===== src/rtl/code_entry_lock.sv =====
// code_entry_lock: debounced digit-entry front end driving open/fail levels.
// Optional failure lockout is built only when CODE_LOCKOUT_EN is defined.
module code_entry_lock_db #(
  parameter int unsigned CYCLES = 4
) (
  input  logic clk,
  input  logic rst,
  input  logic raw,
  output logic pulse
);

  localparam int unsigned CW = $clog2(CYCLES + 1);

  logic          s1;
  logic          s2;
  logic          level;
  logic          level_q;
  logic [CW-1:0] cnt;

  always_ff @(posedge clk or negedge rst) begin
    if (!rst) begin
      s1      <= 1'b0;
      s2      <= 1'b0;
      level   <= 1'b0;
      level_q <= 1'b0;
      cnt     <= '0;
    end else begin
      s1      <= raw;
      s2      <= s1;
      level_q <= level;
      if (s2 == level) begin
        cnt <= '0;
      end else if (cnt == CW'(CYCLES - 1)) begin
        level <= s2;
        cnt   <= '0;
      end else begin
        cnt <= cnt + 1'b1;
      end
    end
  end

  assign pulse = level & ~level_q;

endmodule

module code_entry_lock #(
  parameter int unsigned DIGITS         = 4,
  parameter int unsigned DIGIT_W        = 4,
  parameter logic [DIGITS*DIGIT_W-1:0] CODE = 16'h1234,
  parameter int unsigned DB_CYCLES      = 1000000,
  parameter int unsigned MAX_FAIL       = 3,
  parameter int unsigned LOCKOUT_CYCLES = 500000000
) (
  input  logic               clk,
  input  logic               rst,
  input  logic [DIGIT_W-1:0] sw,
  input  logic               btn_enter,
  input  logic               btn_clear,
  input  logic               btn_lock,
  output logic               open,
  output logic               fail,
  output logic               entry_active,
  output logic [3:0]         digit_cnt,
  output logic [3:0]         fail_cnt,
  output logic               locked_out
);

  localparam int unsigned W = DIGITS * DIGIT_W;

  typedef enum logic [2:0] {
    S_IDLE,
    S_ENTRY,
    S_CHECK,
    S_OPEN,
    S_FAIL
  } state_t;

  state_t             state;
  logic [W-1:0]       entry;
  logic [DIGIT_W-1:0] sw_s1;
  logic [DIGIT_W-1:0] sw_s2;
  logic               enter_p;
  logic               clear_p;
  logic               lock_p;
  logic               blocked;
  logic               do_enter;
  logic               do_clear;
  logic [3:0]         fail_nxt;
  logic               last_digit;

  always_ff @(posedge clk or negedge rst) begin
    if (!rst) begin
      sw_s1 <= '0;
      sw_s2 <= '0;
    end else begin
      sw_s1 <= sw;
      sw_s2 <= sw_s1;
    end
  end

  code_entry_lock_db #(.CYCLES(DB_CYCLES)) u_db_enter (
    .clk  (clk),
    .rst  (rst),
    .raw  (btn_enter),
    .pulse(enter_p)
  );

  code_entry_lock_db #(.CYCLES(DB_CYCLES)) u_db_clear (
    .clk  (clk),
    .rst  (rst),
    .raw  (btn_clear),
    .pulse(clear_p)
  );

  code_entry_lock_db #(.CYCLES(DB_CYCLES)) u_db_lock (
    .clk  (clk),
    .rst  (rst),
    .raw  (btn_lock),
    .pulse(lock_p)
  );

  // Lock outranks clear, clear outranks enter.
  assign do_clear   = clear_p & ~lock_p & ~blocked;
  assign do_enter   = enter_p & ~clear_p & ~lock_p & ~blocked;
  assign fail_nxt   = (fail_cnt == 4'hF) ? 4'hF : fail_cnt + 4'd1;
  assign last_digit = ((digit_cnt + 4'd1) == 4'(DIGITS));

  assign entry_active = (state == S_ENTRY);

`ifdef CODE_LOCKOUT_EN
  localparam int unsigned LW = $clog2(LOCKOUT_CYCLES + 1);

  logic [LW-1:0] lock_timer;
  logic          lock_trip;

  assign blocked   = locked_out;
  assign lock_trip = (32'(fail_nxt) >= MAX_FAIL);
`else
  assign blocked    = 1'b0;
  assign locked_out = 1'b0;
`endif

  always_ff @(posedge clk or negedge rst) begin
    if (!rst) begin
      state     <= S_IDLE;
      entry     <= '0;
      digit_cnt <= '0;
      open      <= 1'b0;
      fail      <= 1'b0;
      fail_cnt  <= '0;
`ifdef CODE_LOCKOUT_EN
      locked_out <= 1'b0;
      lock_timer <= '0;
`endif
    end else begin
`ifdef CODE_LOCKOUT_EN
      if (locked_out) begin
        if (lock_timer <= LW'(1)) begin
          locked_out <= 1'b0;
          lock_timer <= '0;
          fail_cnt   <= '0;
        end else begin
          lock_timer <= lock_timer - 1'b1;
        end
      end
`endif
      if (lock_p) begin
        state     <= S_IDLE;
        open      <= 1'b0;
        fail      <= 1'b0;
        digit_cnt <= '0;
        entry     <= '0;
      end else begin
        unique case (state)
          S_IDLE, S_ENTRY, S_FAIL: begin
            if (do_clear) begin
              if (state == S_ENTRY) begin
                state     <= S_IDLE;
                digit_cnt <= '0;
                entry     <= '0;
              end else if (state == S_FAIL) begin
                state <= S_IDLE;
                fail  <= 1'b0;
              end
            end else if (do_enter) begin
              entry     <= (entry << DIGIT_W) | W'(sw_s2);
              digit_cnt <= digit_cnt + 4'd1;
              fail      <= 1'b0;
              state     <= last_digit ? S_CHECK : S_ENTRY;
            end
          end
          S_CHECK: begin
            digit_cnt <= '0;
            entry     <= '0;
            if (entry == CODE) begin
              state    <= S_OPEN;
              open     <= 1'b1;
              fail_cnt <= '0;
            end else begin
              state    <= S_FAIL;
              fail     <= 1'b1;
              fail_cnt <= fail_nxt;
`ifdef CODE_LOCKOUT_EN
              if (lock_trip) begin
                locked_out <= 1'b1;
                lock_timer <= LW'(LOCKOUT_CYCLES);
              end
`endif
            end
          end
          S_OPEN: begin
            state <= S_OPEN;
          end
          default: begin
            state <= S_IDLE;
          end
        endcase
      end
    end
  end

endmodule


===== config.mk =====
export PLATFORM = sky130hd
export DESIGN_NAME = code_entry_lock
export DESIGN_NICKNAME = d
export VERILOG_FILES = /design/src/rtl/code_entry_lock.sv
export SDC_FILE = /design/constraint.sdc
export NUM_CORES = 1
export LEC_CHECK = 0
export ABC_CLOCK_PERIOD_IN_PS = 1900
export CORE_MARGIN = 1
export CORE_UTILIZATION = 50
export DETAILED_ROUTE_END_ITERATION = 8
export HOLD_SLACK_MARGIN = 0.02
export PLACE_DENSITY = 0.8
export SYNTH_ARGS = -nofsm -noshare
export SYNTH_HDL_FRONTEND = slang
export SYNTH_SLANG_ARGS = --single-unit

===== constraint.sdc =====
create_clock -name clk -period 1.9 [get_ports clk]
set_input_delay 0.38 -clock clk [delete_from_list [all_inputs] [get_ports clk]]
set_output_delay 0.38 -clock clk [all_outputs]
set_load 0.01 [all_outputs]

### Word level (Yosys, flattened, before mapping)

Cells that the tools add are included.
Widths: inputs -> output; s select.

| storage, ports and cells | value |
|---|---|
| ROM bits | 0 |
| register bits after elaboration | 109 |
| memories kept | 0 |
| output and inout port bits | 12 |
| RAM bits | 0 |
| logic and storage cells | 111 |
| bits in latches | 0 |

| operators by class | value |
|---|---|
| order comparisons | 0 |
| equality and inequality tests | 19 |
| shifts and indexed selects | 0 |
| mux-type cells | 36 |
| add/subtract/negate cells | 5 |
| bitwise operators | 15 |
| reductions and logical operators | 13 |
| divide/modulo/power cells | 0 |
| multiply operators | 0 |

Operators by type and width:

| cell | number |
|---|---|
| $mux 20 | 6 |
| $mux 16 | 4 |
| $add 20x1->20 const B | 3 |
| $eq 20x20->1 const B | 3 |
| $pmux 16 s2 | 1 |
| $mux 4 | 6 |
| $mux 3 | 6 |
| $eq 16x13->1 const B | 1 |
| $ne 4x4->1 const B | 4 |
| $or 16x4->16 | 1 |
| $reduce_and 2->1 | 6 |
| $mux 1 | 9 |
| $pmux 3 s3 | 1 |
| $add 4x1->4 const B | 2 |
| $not 1->1 | 8 |
| $pmux 4 s2 | 1 |
| $and 1x1->1 | 6 |
| $eq 3x2->1 const B | 2 |
| $ne 5x5->1 const B | 1 |
| $reduce_and 5->1 | 1 |
| $eq 4x3->1 const B | 1 |
| $eq 4x4->1 const B | 1 |
| $reduce_bool 2->1 | 2 |
| $eq 1x1->1 | 3 |
| 9 further kinds | 9 |

### Longest topological paths before layout

Gate-level depths: netlist of the first run.

| logic depth | value |
|---|---|
| word-level depth | 9 |
| depth in mapped cells | 8 |

### By module

Synthesis of the first run repeated with hierarchy kept, for this count alone.

| second synthesis, totals | value |
|---|---|
| cell total of the unflattened synthesis | 460 |
| area total of the unflattened synthesis | 5,093.6 um2 |

Modules (own cells, without submodules):

| module | cells each | times used | area each (um2) |
|---|---|---|---|
| code_entry_lock_db (u_db_clear ...) | 110 | 2 | 1,146.1 |
| code_entry_lock | 131 | 1 | 1,620.3 |
| code_entry_lock_db (u_db_lock) | 109 | 1 | 1,181.1 |

### Worst setup path before layout of the first run

OpenSTA, ideal clock, no wires.

| timing | value |
|---|---|
| path kind | register -> register |
| start | register u_db_enter.cnt[0] |
| end | register u_db_enter.cnt[11] |
| arrival | 1.608 ns |
| setup time | 0.119 ns |
| data required time | 1.781 ns |
| cell stages (with the launch flop) | 9 |
| setup slack | 0.173 ns |
| cell sequence | dfrtp_1 -> ha_1 -> inv_1 -> or3_4 -> nor3_2 -> nand2b_1 -> buf_6 -> buf_12 -> nor2_1 |

| on the way | value |
|---|---|
| cells in the longest elaborated chain, start to end | 3 |
| elaborated cells on any way between the ends | 4 |
| classes of those cells | add/sub: 1; eq/ne: 1; mux: 2 |

Ends and longest elaborated chain:

| element | RTL line | text |
|---|---|---|
| start: declaration | 18 | `logic [CW-1:0] cnt;` |
| start signal: assignment | 37 | `cnt <= cnt + 1'b1;` |
| $add 20x1->20 / $eq 20x20->1 (equally long branches) | 37, 33 |  |
| $mux 20 * | 33 | `end else if (cnt == CW'(CYCLES - 1)) begin` |
| $mux 20 * | 31 | `if (s2 == level) begin` |

Every way passes the cells marked *; elsewhere a longest branch is shown, timed or not.
A chain may end at the register's enable or synchronous reset.

### Final worst setup path of the first run

| timing | value |
|---|---|
| start | register u_db_enter.cnt[1] |
| end | register u_db_enter.cnt[2] |

The elaborated chain is that of the path after synthesis.

==> run_summary.xml, run 1 <==
<?xml version="1.0" encoding="UTF-8"?>
<metrics>
  <group name="cells_and_area">
    <metric name="post_layout_nonfiller_instances" unit="">622</metric>
    <metric name="layout.cells.most_common" unit="">sky130_fd_sc_hd__dfrtp_1</metric>
    <metric name="flow.area_growth_from_synthesis" unit="%">14.1</metric>
    <metric name="seq_area" unit="sq mm">0.00273</metric>
    <metric name="num-nets-final" unit="">503</metric>
    <metric name="antenna_cells" unit="">0</metric>
    <metric name="fillers" unit="">766</metric>
    <metric name="drive_above_1_share" unit="">0.108</metric>
    <metric name="layout.cells.most_common_list" unit="">108 x sky130_fd_sc_hd__dfrtp_1, 72 x sky130_fd_sc_hd__nor2_1, 38 x sky130_fd_sc_hd__xor2_1</metric>
    <metric name="multiInputGateArea" unit="sq mm">0.00203</metric>
  </group>
  <group name="sta">
    <metric name="maxClockFrequency" unit="MHz">560</metric>
    <metric name="worst_slew_pin_slew" unit="ns">0.542</metric>
    <metric name="timing.final.max_slew_violations" unit="">0</metric>
    <metric name="unrepaired_setup_endpoints_after_global_routing" unit="">false</metric>
    <metric name="post-route-period-util" unit="">0.940</metric>
    <metric name="finalSetupTns" unit="ns">0</metric>
    <metric name="timing.slew.headroom" unit="">0.636</metric>
    <metric name="post-route-min-period" unit="ns">1.79</metric>
    <metric name="setup_violations" unit="">0</metric>
    <metric name="report.final.hold_viol_count" unit="">0</metric>
    <metric name="finClkSkew" unit="ns">0.00916</metric>
  </group>
  <group name="synth">
    <metric name="yosys.area.top_type_share" unit="">0.562</metric>
    <metric name="ys_seq_area_frac" unit="">0.562</metric>
    <metric name="ys_dominant_reg_cell" unit="">sky130_fd_sc_hd__dfrtp_1</metric>
    <metric name="synth_nets" unit="">466</metric>
    <metric name="ys.warnings.count" unit="">0</metric>
    <metric name="syn-instance-count" unit="">451</metric>
    <metric name="synthesis.area_per_instance" unit="sq um">10.8</metric>
    <metric name="ys_seq_elements" unit="">109</metric>
    <metric name="yosys_cell_types" unit="">43</metric>
    <metric name="post-synth-top-area-cell" unit="">sky130_fd_sc_hd__dfrtp_1</metric>
    <metric name="asyncSetResetFlopFracSynth" unit="">1.00</metric>
    <metric name="mappedNetlistArea" unit="sq mm">0.00485</metric>
    <metric name="number_of_flops_mapped_to_enable_cells_by_yosys" unit="">0</metric>
    <metric name="synth_top_cells_by_area" unit="">sky130_fd_sc_hd__dfrtp_1 56%, sky130_fd_sc_hd__xor2_1 6.9%, sky130_fd_sc_hd__nor2_1 5.6%</metric>
  </group>
  <group name="route">
    <metric name="viasPerCell" unit="">5.39</metric>
    <metric name="first_pass_iters" unit="">4</metric>
    <metric name="wl_per_cell" unit="um">13.4</metric>
    <metric name="route.antenna.remaining_nets" unit="">0</metric>
    <metric name="detailedRoute.firstIterationViolations" unit="">95</metric>
    <metric name="routed-via-count" unit="">3355</metric>
    <metric name="route.detailed.drc" unit="">0</metric>
    <metric name="routed_wire_length" unit="um">8310</metric>
  </group>
  <group name="floorplanning">
    <metric name="design.die.area" unit="sq mm">0.0101</metric>
    <metric name="die_height" unit="um">101</metric>
    <metric name="floorplan.io_pins" unit="">21</metric>
    <metric name="fp.coreArea" unit="sq mm">0.00933</metric>
    <metric name="die_width" unit="um">101</metric>
    <metric name="initial_utilization" unit="">0.520</metric>
    <metric name="placement_rows" unit="">35</metric>
  </group>
  <group name="clock_network">
    <metric name="cts_root_buf" unit="">sky130_fd_sc_hd__clkbuf_8</metric>
    <metric name="clock_pin_slew_on_the_worst_setup_and_hold_paths" unit="ns">0.10</metric>
    <metric name="cts_inserted_buffers" unit="">9</metric>
    <metric name="tritoncts" unit="">yes</metric>
    <metric name="insertion_delay" unit="ns">0.36</metric>
    <metric name="clock_tree.htree_level_count" unit="">3</metric>
    <metric name="cts.path.max_buffers" unit="">2</metric>
    <metric name="clock_sinks" unit="">109</metric>
  </group>
  <group name="grt">
    <metric name="antenna_found_initial" unit="">0</metric>
    <metric name="grt_use_total" unit="">0.178</metric>
    <metric name="grt-ovfl-total" unit="">0</metric>
    <metric name="grt_start_max_net_pins" unit="">54</metric>
    <metric name="grt_pass1_vias" unit="">3207</metric>
    <metric name="grt_pass1_wl" unit="um">14200</metric>
  </group>
  <group name="worst_hold_path">
    <metric name="hold_path_startpoint" unit="">sw_s1[0]</metric>
    <metric name="whs_path_depth" unit="">0</metric>
    <metric name="worstHoldPathType" unit="">register to register</metric>
    <metric name="min_delay_worst_endpoint" unit="">sw_s2[0]</metric>
  </group>
  <group name="setup_path">
    <metric name="reg2regPathDepth" unit="">7</metric>
    <metric name="worst-endpoint-arrival" unit="ns">2.04</metric>
    <metric name="timing.critical_path.to_type" unit="">register</metric>
    <metric name="worst-endpoint-required" unit="ns">2.15</metric>
    <metric name="setup.reg_to_reg.worst_slack" unit="ns">0.11</metric>
    <metric name="start_kind" unit="">register</metric>
    <metric name="critPathKind" unit="">register to register</metric>
    <metric name="crit_chain" unit="">ha_2 &gt; inv_1 &gt; or3_4 &gt; nor3_2 &gt; nand2b_1 &gt; buf_12 &gt; nor2_1</metric>
    <metric name="largest_driver_fanout_on_the_critical_path" unit="">19</metric>
    <metric name="r2r_start" unit="">u_db_enter.cnt[1]</metric>
    <metric name="worst_path_largest_cell_delay" unit="ns">0.40</metric>
    <metric name="end_of_the_worst_register_to_register_path" unit="">u_db_enter.cnt[2]</metric>
    <metric name="cp_slowest_cell" unit="">sky130_fd_sc_hd__dfrtp_1</metric>
  </group>
  <group name="job">
    <metric name="cap_viol_max_count" unit="">0</metric>
  </group>
  <group name="place">
    <metric name="post-place-cells" unit="">601</metric>
    <metric name="globalplace.congestion" unit="">0.893</metric>
    <metric name="hpwlAfterDp" unit="um">5740</metric>
    <metric name="portBuffers" unit="">19</metric>
  </group>
  <group name="power_and_ir_drop">
    <metric name="power.density_cell_area" unit="mW/mm^2">711</metric>
    <metric name="worst_ir_drop_vdd" unit="mV">0.391</metric>
    <metric name="total_leakage_power" unit="nW">2.47</metric>
  </group>
  <group name="run_status">
    <metric name="outcome" unit="">finished, final reports clean</metric>
  </group>
</metrics>
==> cell type report <==
cell class              instances  share of cell area
clock buffers                   9              0.0224
clock inverters                 7              0.0147
inverters                      10             0.00678
multi-input cells             321               0.366
flip-flops and latches        109               0.493
well taps                     129              0.0292
repair buffers                 37              0.0676
==> worst max-delay path, delay by kind of cell (launching register included) <==
kind,cells,cell delay [ns]
and+or+nand+nor,4,0.85
DFF,1,0.40
adders and majority gates,1,0.22
buffers and inverters,2,0.22
==> repair_timing <==
item,in CTS,in global routing
gates resized for setup,4,2
hold buffers,1,0
setup buffers,0,3
cloned,0,1
pin swaps,0,2
hold endpoints to repair,26,0
endpoints found under the setup margin,20,40
==> per-stage QoR <==
step	power (mW)	hold WS [ns]	util	instance area, sq um	worst slack (ns)
5_1_grt	4.10	0.364	0.593	5530	0.000746
3_5_place_dp	2.55	0.328	0.566	5280	-0.0198
3_3_place_gp	2.55	0.322	0.566	5280	0.0561
2_1_floorplan	2.47	0.0844	-	4850	0.173
6_report	3.94	0.358	0.593	5530	0.115
4_1_cts	4.00	0.361	0.589	5500	0.0693
==> cell families after synthesis <==
kind of cell	after synthesis	synth area share
AO/OA/AOI/OAI	43	0.0642
XOR/XNOR	57	0.103
adder cells (fa/ha/maj)	6	0.0155
buffers and inverters	22	0.0245
flip-flops	109	0.562
multiplexers	6	0.0139
other	1	0.000773
AND/OR/NAND/NOR	207	0.216
==> report_power, final <==
part / leakage (nW) / internal (mW) / switching [mW]
sequential: 1.48 / 2.35 / 0.0215
combinational: 0.884 / 0.0535 / 0.0880
clock: 0.0997 / 0.630 / 0.794
==> registers in the layout (all words and copies together), names as in the netlist, 3 cells and up <==
name / flops
sw_s2: 4
digit_cnt: 4
u_db_clear.cnt: 20
state: 3
fail_cnt: 4
u_db_lock.cnt: 20
entry: 16
sw_s1: 4
u_db_enter.cnt: 20
==> per-layer routing <==
layer | share of wire | vias up | GRT usage
met5 | 0 | - | 0
met4 | 0.014 | 0 | 0.0669
met3 | 0.024 | 15 | 0.0354
met2 | 0.49 | 52 | 0.286
met1 | 0.47 | 1655 | 0.240
li1 | - | 1633 | -
==> worst max-delay path by stage <==
stage,start,endpoint,cells past startpoint
3_5_place_dp,u_db_clear.cnt[0],u_db_clear.cnt[2],6
3_3_place_gp,u_db_clear.cnt[0],u_db_clear.cnt[2],6
6_report,u_db_enter.cnt[1],u_db_enter.cnt[2],7
4_1_cts,u_db_clear.cnt[0],u_db_clear.cnt[2],6
5_1_grt,u_db_clear.cnt[0],u_db_clear.cnt[5],6
2_1_floorplan,u_db_enter.cnt[0],u_db_enter.cnt[11],8
==> cells in the mapped netlist (2+ instances only) <==
cell type / instances
sky130_fd_sc_hd__nor4b_1: 3
sky130_fd_sc_hd__mux2_2: 6
sky130_fd_sc_hd__clkbuf_1: 2
sky130_fd_sc_hd__a21oi_1: 12
sky130_fd_sc_hd__nor3_1: 12
sky130_fd_sc_hd__o21ai_0: 6
sky130_fd_sc_hd__inv_1: 10
sky130_fd_sc_hd__nand4b_1: 2
sky130_fd_sc_hd__a31oi_1: 2
sky130_fd_sc_hd__nor2_1: 72
sky130_fd_sc_hd__and3_1: 9
sky130_fd_sc_hd__nand2b_1: 6
sky130_fd_sc_hd__ha_1: 6
sky130_fd_sc_hd__nand3_1: 29
sky130_fd_sc_hd__a22o_1: 18
sky130_fd_sc_hd__dfrtp_1: 109
sky130_fd_sc_hd__xnor2_1: 19
sky130_fd_sc_hd__and4_1: 8
sky130_fd_sc_hd__xor2_1: 38
sky130_fd_sc_hd__nor4_1: 7
sky130_fd_sc_hd__nor4bb_1: 3
sky130_fd_sc_hd__nor2b_1: 3
sky130_fd_sc_hd__nand4_1: 11
sky130_fd_sc_hd__or2_2: 2
sky130_fd_sc_hd__nand2_1: 32
sky130_fd_sc_hd__buf_2: 7
Power figures use the tool's default switching activity.
==> run 2, diff against run 1 <==
- PLACE_DENSITY: 0.8 -> 0.68
==> run_summary.xml, run 2 (synthesis results as in run 1) <==
<?xml version="1.0" encoding="UTF-8"?>
<metrics>
  <group name="place">
    <metric name="globalplace.congestion" unit="">0.875</metric>
    <metric name="pre_cts_ws" unit="ns">0.104</metric>
    <metric name="hpwlAfterDp" unit="um">5810</metric>
    <metric name="post-place-cells" unit="">603</metric>
    <metric name="portBuffers" unit="">19</metric>
  </group>
  <group name="grt">
    <metric name="grt_pass1_vias" unit="">3234</metric>
    <metric name="grt-ovfl-total" unit="">0</metric>
    <metric name="grt_pass1_wl" unit="um">14900</metric>
    <metric name="grt_start_max_net_pins" unit="">42</metric>
    <metric name="grt_use_total" unit="">0.188</metric>
    <metric name="antenna_found_initial" unit="">0</metric>
  </group>
  <group name="setup_path">
    <metric name="worst-endpoint-arrival" unit="ns">2.11</metric>
    <metric name="start_kind" unit="">register</metric>
    <metric name="worst-endpoint-required" unit="ns">2.21</metric>
    <metric name="largest_driver_fanout_on_the_critical_path" unit="">16</metric>
    <metric name="timing.critical_path.to_type" unit="">register</metric>
    <metric name="critPathKind" unit="">register to register</metric>
  </group>
  <group name="cells_and_area">
    <metric name="fillers" unit="">827</metric>
    <metric name="num-nets-final" unit="">501</metric>
    <metric name="flow.area_growth_from_synthesis" unit="%">13.6</metric>
    <metric name="post_layout_nonfiller_instances" unit="">620</metric>
    <metric name="layout.cells.most_common_list" unit="">108 x sky130_fd_sc_hd__dfrtp_1, 72 x sky130_fd_sc_hd__nor2_1, 38 x sky130_fd_sc_hd__xor2_1</metric>
    <metric name="reg.largest.list" unit="">u_db_clear.cnt (20), u_db_enter.cnt (20), u_db_lock.cnt (20)</metric>
    <metric name="antenna_cells" unit="">0</metric>
    <metric name="drive_above_1_share" unit="">0.106</metric>
    <metric name="layout.cells.most_common" unit="">sky130_fd_sc_hd__dfrtp_1</metric>
  </group>
  <group name="sta">
    <metric name="post-route-min-period" unit="ns">1.80</metric>
    <metric name="maxClockFrequency" unit="MHz">555</metric>
    <metric name="unrepaired_setup_endpoints_after_global_routing" unit="">false</metric>
    <metric name="finalSetupTns" unit="ns">0</metric>
    <metric name="report.final.hold_viol_count" unit="">0</metric>
    <metric name="finClkSkew" unit="ns">0.0179</metric>
    <metric name="setup_violations" unit="">0</metric>
    <metric name="timing.final.max_slew_violations" unit="">0</metric>
    <metric name="whs" unit="ns">0.357</metric>
    <metric name="worst_slew_pin_slew" unit="ns">0.507</metric>
    <metric name="timing.slew.headroom" unit="">0.660</metric>
    <metric name="final.setup.worst_slack" unit="ns">0.0998</metric>
    <metric name="post-route-period-util" unit="">0.947</metric>
  </group>
  <group name="clock_network">
    <metric name="clock_pin_slew_on_the_worst_setup_and_hold_paths" unit="ns">0.10</metric>
    <metric name="clock_sinks" unit="">109</metric>
    <metric name="cts_inserted_buffers" unit="">9</metric>
    <metric name="cts.path.max_buffers" unit="">2</metric>
    <metric name="clock_tree.htree_level_count" unit="">3</metric>
    <metric name="postCtsSetupRepairBufs" unit="">0</metric>
    <metric name="insertion_delay" unit="ns">0.37</metric>
    <metric name="tritoncts" unit="">yes</metric>
    <metric name="cts_root_buf" unit="">sky130_fd_sc_hd__clkbuf_8</metric>
  </group>
  <group name="power_and_ir_drop">
    <metric name="total_leakage_power" unit="nW">2.47</metric>
    <metric name="power.density_cell_area" unit="mW/mm^2">692</metric>
    <metric name="worst_ir_drop_vdd" unit="mV">0.502</metric>
  </group>
  <group name="floorplanning">
    <metric name="initial_utilization" unit="">0.520</metric>
    <metric name="die_width" unit="um">101</metric>
    <metric name="design.die.area" unit="sq mm">0.0101</metric>
    <metric name="fp.coreArea" unit="sq mm">0.00933</metric>
    <metric name="floorplan.io_pins" unit="">21</metric>
    <metric name="placement_rows" unit="">35</metric>
    <metric name="die_height" unit="um">101</metric>
  </group>
  <group name="route">
    <metric name="detailedRoute.firstIterationViolations" unit="">98</metric>
    <metric name="route.antenna.remaining_nets" unit="">0</metric>
    <metric name="wl_per_cell" unit="um">13.6</metric>
    <metric name="routed_wire_length" unit="um">8440</metric>
    <metric name="routed-via-count" unit="">3304</metric>
    <metric name="first_pass_iters" unit="">4</metric>
    <metric name="route.detailed.drc" unit="">0</metric>
    <metric name="viasPerCell" unit="">5.33</metric>
  </group>
  <group name="job">
    <metric name="cap_viol_max_count" unit="">0</metric>
  </group>
  <group name="run_status">
    <metric name="outcome" unit="">finished, final reports clean</metric>
  </group>
  <group name="worst_hold_path">
    <metric name="worstHoldPathType" unit="">register to register</metric>
  </group>
</metrics>
==> run 2: changes by cell type in the layout (fill, tap and decap cells not counted), sizes merged <==
cell	delta
buf	-1
bufinv	-1
clkbuf	+1
clkinv	+2
clkinvlp	-1
inv	-1
or2	-1
==> run 2: what timing repair did <==
action,4_1_cts,5_1_grt
setup endpoints to repair,1,73
hold endpoints to repair,34,0
resized for setup,3,5
hold buffers,1,0
==> run 2: through the flow <==
step / utilization / area, sq um / power (mW)
3_5_place_dp: 0.567 / 5290 / 2.56
4_1_cts: 0.588 / 5490 / 3.88
2_1_floorplan: - / 4850 / 2.47
5_1_grt: 0.591 / 5510 / 3.99
6_report: 0.591 / 5510 / 3.81
3_3_place_gp: 0.567 / 5290 / 2.56
==> run 2: routing by layer <==
metal	share of wire	track usage	vias to the layer above
li1	-	-	1624
met1	0.48	0.248	1635
met2	0.48	0.310	39
met3	0.023	0.0458	6
met4	0.010	0.0535	0
met5	0	0	-
==> run 2: where the power goes <==
part           leakage, nW  internal (mW)  total (mW)  switching, mW
Clock               0.0930          0.520        1.30          0.783
Sequential            1.48           2.35        2.37         0.0223
Combinational        0.892         0.0539       0.139         0.0853
==> run 2: critical path, cell delays in order, from the launching register on <==
cell and delay [ns]:
sky130_fd_sc_hd__dfrtp_1 0.43, sky130_fd_sc_hd__nand2b_1 0.19, sky130_fd_sc_hd__a21oi_1 0.10, sky130_fd_sc_hd__mux2_2 0.28, sky130_fd_sc_hd__a221oi_2 0.37, sky130_fd_sc_hd__buf_6 0.22
sky130_fd_sc_hd__a22o_1 0.15
==> run 2: worst paths after layout <==
check / slack, ns / start / to / cells after the start
setup / recovery: 0.1 / u_db_enter.level / entry[1] / 6
hold / removal: 0.36 / sw_s1[1] / sw_s2[1] / 0
setup reg to reg: 0.1 / u_db_enter.level / entry[1] / 6
hold reg to reg: 0.36 / sw_s1[1] / sw_s2[1] / 0
max in group asynchronous: 0.80 / rst / state[1] / 3
min in group asynchronous: 0.50 / rst / u_db_clear.cnt[15] / 2
==> run 2: cell type report <==
cell class	instances	area, sq um	area share
multi-input cells	320	2030	0.369
clock buffers	10	138	0.0250
well taps	129	161	0.0293
flip-flops and latches	109	2730	0.495
repair buffers	36	370	0.0672
inverters	10	37.5	0.00681
clock inverters	6	43.8	0.00795
==> run 3, diff against run 2 <==
- ABC_CLOCK_PERIOD_IN_PS: 1900 -> 1500
- PLACE_DENSITY: 0.68 -> 0.7
- clock period: 1.9 -> 1.5 ns (I/O delays scaled with it)
==> run_summary.xml, run 3 (synthesis results as in run 1) <==
<?xml version="1.0" encoding="UTF-8"?>
<metrics>
  <group name="run_status">
    <metric name="outcome" unit="">finished, violations left</metric>
    <metric name="failed_checks" unit="">negative setup slack</metric>
  </group>
  <group name="cells_and_area">
    <metric name="fillers" unit="">603</metric>
    <metric name="antenna_cells" unit="">0</metric>
    <metric name="reg.largest.list" unit="">u_db_clear.cnt (20), u_db_enter.cnt (20), u_db_lock.cnt (20)</metric>
    <metric name="post_layout_nonfiller_instances" unit="">726</metric>
    <metric name="layout.cells.most_common_list" unit="">108 x sky130_fd_sc_hd__dfrtp_1, 102 x sky130_fd_sc_hd__buf_4, 30 x sky130_fd_sc_hd__nor2_1</metric>
    <metric name="num-nets-final" unit="">607</metric>
    <metric name="drive_above_1_share" unit="">0.425</metric>
    <metric name="final_design_area_no_fill" unit="sq mm">0.00710</metric>
    <metric name="flow.area_growth_from_synthesis" unit="%">46.4</metric>
    <metric name="layout.cells.most_common" unit="">sky130_fd_sc_hd__dfrtp_1</metric>
  </group>
  <group name="setup_path">
    <metric name="worst-endpoint-required" unit="ns">1.77</metric>
    <metric name="crit_chain" unit="">buf_4 &gt; buf_6 &gt; nand4_1 &gt; nor2_1 &gt; nand4_1 &gt; xor2_2 &gt; nor2_4</metric>
    <metric name="worst_path_largest_cell_delay" unit="ns">0.39</metric>
    <metric name="cp_slowest_cell" unit="">sky130_fd_sc_hd__dfrtp_1</metric>
    <metric name="setup.reg_to_reg.worst_slack" unit="ns">-0.24</metric>
    <metric name="largest_driver_fanout_on_the_critical_path" unit="">3</metric>
    <metric name="critPathKind" unit="">register to register</metric>
    <metric name="timing.critical_path.to_type" unit="">register</metric>
    <metric name="worst-endpoint-arrival" unit="ns">2.01</metric>
    <metric name="start_kind" unit="">register</metric>
    <metric name="path_common_cell" unit="">sky130_fd_sc_hd__nand4_1</metric>
  </group>
  <group name="clock_network">
    <metric name="cts.path.max_buffers" unit="">2</metric>
    <metric name="tritoncts" unit="">yes</metric>
    <metric name="clock_pin_slew_on_the_worst_setup_and_hold_paths" unit="ns">0.12</metric>
    <metric name="insertion_delay" unit="ns">0.39</metric>
    <metric name="cts_root_buf" unit="">sky130_fd_sc_hd__clkbuf_8</metric>
    <metric name="clock_tree.htree_level_count" unit="">3</metric>
    <metric name="cts_inserted_buffers" unit="">9</metric>
    <metric name="clock_sinks" unit="">109</metric>
  </group>
  <group name="power_and_ir_drop">
    <metric name="post-layout-total-power" unit="mW">5.38</metric>
    <metric name="total_leakage_power" unit="nW">3.21</metric>
    <metric name="seq_power_share" unit="">0.557</metric>
    <metric name="cell_internal_pwr" unit="mW">4.10</metric>
    <metric name="power.net_switching" unit="mW">1.28</metric>
    <metric name="switching_share" unit="">0.237</metric>
    <metric name="power.density_cell_area" unit="mW/mm^2">757</metric>
    <metric name="p_clk_frac" unit="">0.381</metric>
    <metric name="worst_ir_drop_vdd" unit="mV">0.719</metric>
    <metric name="power.combinational.fraction" unit="">0.062</metric>
  </group>
  <group name="route">
    <metric name="route.detailed.drc" unit="">0</metric>
    <metric name="first_pass_iters" unit="">4</metric>
    <metric name="wl_per_cell" unit="um">16.4</metric>
    <metric name="routed_wire_length" unit="um">11900</metric>
    <metric name="route.antenna.remaining_nets" unit="">0</metric>
    <metric name="detailedRoute.firstIterationViolations" unit="">116</metric>
    <metric name="routed-via-count" unit="">3907</metric>
    <metric name="viasPerCell" unit="">5.38</metric>
  </group>
  <group name="place">
    <metric name="pre_cts_ws" unit="ns">-0.106</metric>
    <metric name="hpwlAfterDp" unit="um">6560</metric>
    <metric name="post-place-cells" unit="">678</metric>
    <metric name="place_area" unit="sq mm">0.00592</metric>
    <metric name="globalplace.congestion" unit="">0.827</metric>
    <metric name="portBuffers" unit="">19</metric>
  </group>
  <group name="sta">
    <metric name="final.setup.worst_slack" unit="ns">-0.235</metric>
    <metric name="finClkSkew" unit="ns">0.0181</metric>
    <metric name="maxClockFrequency" unit="MHz">576</metric>
    <metric name="report.final.hold_viol_count" unit="">0</metric>
    <metric name="setup_violations" unit="">84</metric>
    <metric name="timing.slew.headroom" unit="">0.538</metric>
    <metric name="worst_slew_pin_slew" unit="ns">0.691</metric>
    <metric name="timing.final.max_slew_violations" unit="">0</metric>
    <metric name="unrepaired_setup_endpoints_after_global_routing" unit="">true</metric>
    <metric name="post-route-period-util" unit="">1.16</metric>
    <metric name="post-route-min-period" unit="ns">1.74</metric>
  </group>
  <group name="grt">
    <metric name="use_met3" unit="">0.0472</metric>
    <metric name="met2_usage" unit="">0.366</metric>
    <metric name="antenna_found_initial" unit="">0</metric>
    <metric name="grt_use_total" unit="">0.218</metric>
    <metric name="grt_pass1_wl" unit="um">17100</metric>
    <metric name="grt_most_used_layer" unit="">met2</metric>
    <metric name="grt_start_max_net_pins" unit="">34</metric>
    <metric name="gr-usage-met1" unit="">0.274</metric>
    <metric name="grt-ovfl-total" unit="">0</metric>
    <metric name="grt_pass1_vias" unit="">3787</metric>
  </group>
  <group name="job">
    <metric name="cap_viol_max_count" unit="">0</metric>
  </group>
  <group name="floorplanning">
    <metric name="floorplan.io_pins" unit="">21</metric>
    <metric name="die_height" unit="um">101</metric>
    <metric name="design.die.area" unit="sq mm">0.0101</metric>
    <metric name="placement_rows" unit="">35</metric>
    <metric name="die_width" unit="um">101</metric>
    <metric name="initial_utilization" unit="">0.520</metric>
    <metric name="fp.coreArea" unit="sq mm">0.00933</metric>
  </group>
  <group name="worst_hold_path">
    <metric name="worstHoldPathType" unit="">input port to register</metric>
  </group>
</metrics>
==> run 3: changes by cell type in the layout (fill, tap and decap cells not counted), moves of 6 or more <==
cell,delta
sky130_fd_sc_hd__buf_4,+90
sky130_fd_sc_hd__nor2_1,-42
sky130_fd_sc_hd__nor2_4,+25
sky130_fd_sc_hd__nor2_2,+17
sky130_fd_sc_hd__clkdlybuf4s50_1,-10
sky130_fd_sc_hd__xor2_1,-10
sky130_fd_sc_hd__xor2_2,+10
sky130_fd_sc_hd__dlygate4sd2_1,+9
sky130_fd_sc_hd__clkbuf_16,+6
==> run 3: layout make-up <==
cell class | count | area (sq um) | area share
Sequential cell | 109 | 2730 | 0.384
Inverter | 10 | 37.5 | 0.00529
Clock buffer | 9 | 124 | 0.0174
Multi-Input combinational cell | 322 | 2620 | 0.369
Tap cell | 129 | 161 | 0.0227
Clock inverter | 7 | 105 | 0.0148
Timing Repair Buffer | 140 | 1320 | 0.186
==> run 3: per-layer routing <==
metal | vias to the layer above | share of wire
met4 | 0 | 0.019
met1 | 1969 | 0.43
met3 | 26 | 0.032
met5 | - | 0
met2 | 71 | 0.52
li1 | 1841 | -
==> run 3: critical path: cells and delay by family (launching register included) <==
| kind | cells | cell delay [ns] |
|---|---|---|
| XOR/XNOR | 1 | 0.25 |
| buffers and inverters | 2 | 0.21 |
| flip-flops | 1 | 0.39 |
| AND/OR/NAND/NOR | 4 | 0.76 |
==> run 3: through the flow <==
| step | hold slack [ns] | setup TNS (ns) | util |
|---|---|---|---|
| floorplan | 0.00441 | -2.01 | - |
| global placement | 0.228 | -2.79 | 0.635 |
| detailed placement | 0.225 | -5.70 | 0.635 |
| CTS | 0.327 | -6.03 | 0.682 |
| global route | 0.319 | -17.85 | 0.761 |
| finish | 0.348 | -12.47 | 0.761 |
==> run 3: power by group through the flow <==
stage	clock network (mW)	logic (mW)	registers, mW
after CTS	2.08	0.253	3.00
after global placement	0	0.229	3.05
after global routing	2.21	0.362	3.00
after detailed placement	0	0.233	3.05
after floorplan	0	0.0776	3.06
final	2.05	0.331	3.00
==> run 3: timing repair <==
action / 4_1_cts / 5_1_grt
hold endpoints to repair: 20 / 0
hold buffers: 1 / 0
setup buffers: 10 / 11
endpoints found under the setup margin: 100 / 92
cloned: 1 / 9
gates resized for setup: 37 / 120
pin swaps: 4 / 61
==> run 3: final timing paths <==
check | startpoint | end | cells after the start
hold reg to reg | sw_s1[2] | sw_s2[2] | 0
setup / recovery | u_db_clear.cnt[10] | u_db_clear.cnt[15] | 7
setup reg to reg | u_db_clear.cnt[10] | u_db_clear.cnt[15] | 7
max in group asynchronous | rst | digit_cnt[3] | 3
hold / removal | btn_lock | u_db_lock.s1 | 1
min in group asynchronous | rst | u_db_clear.cnt[10] | 2
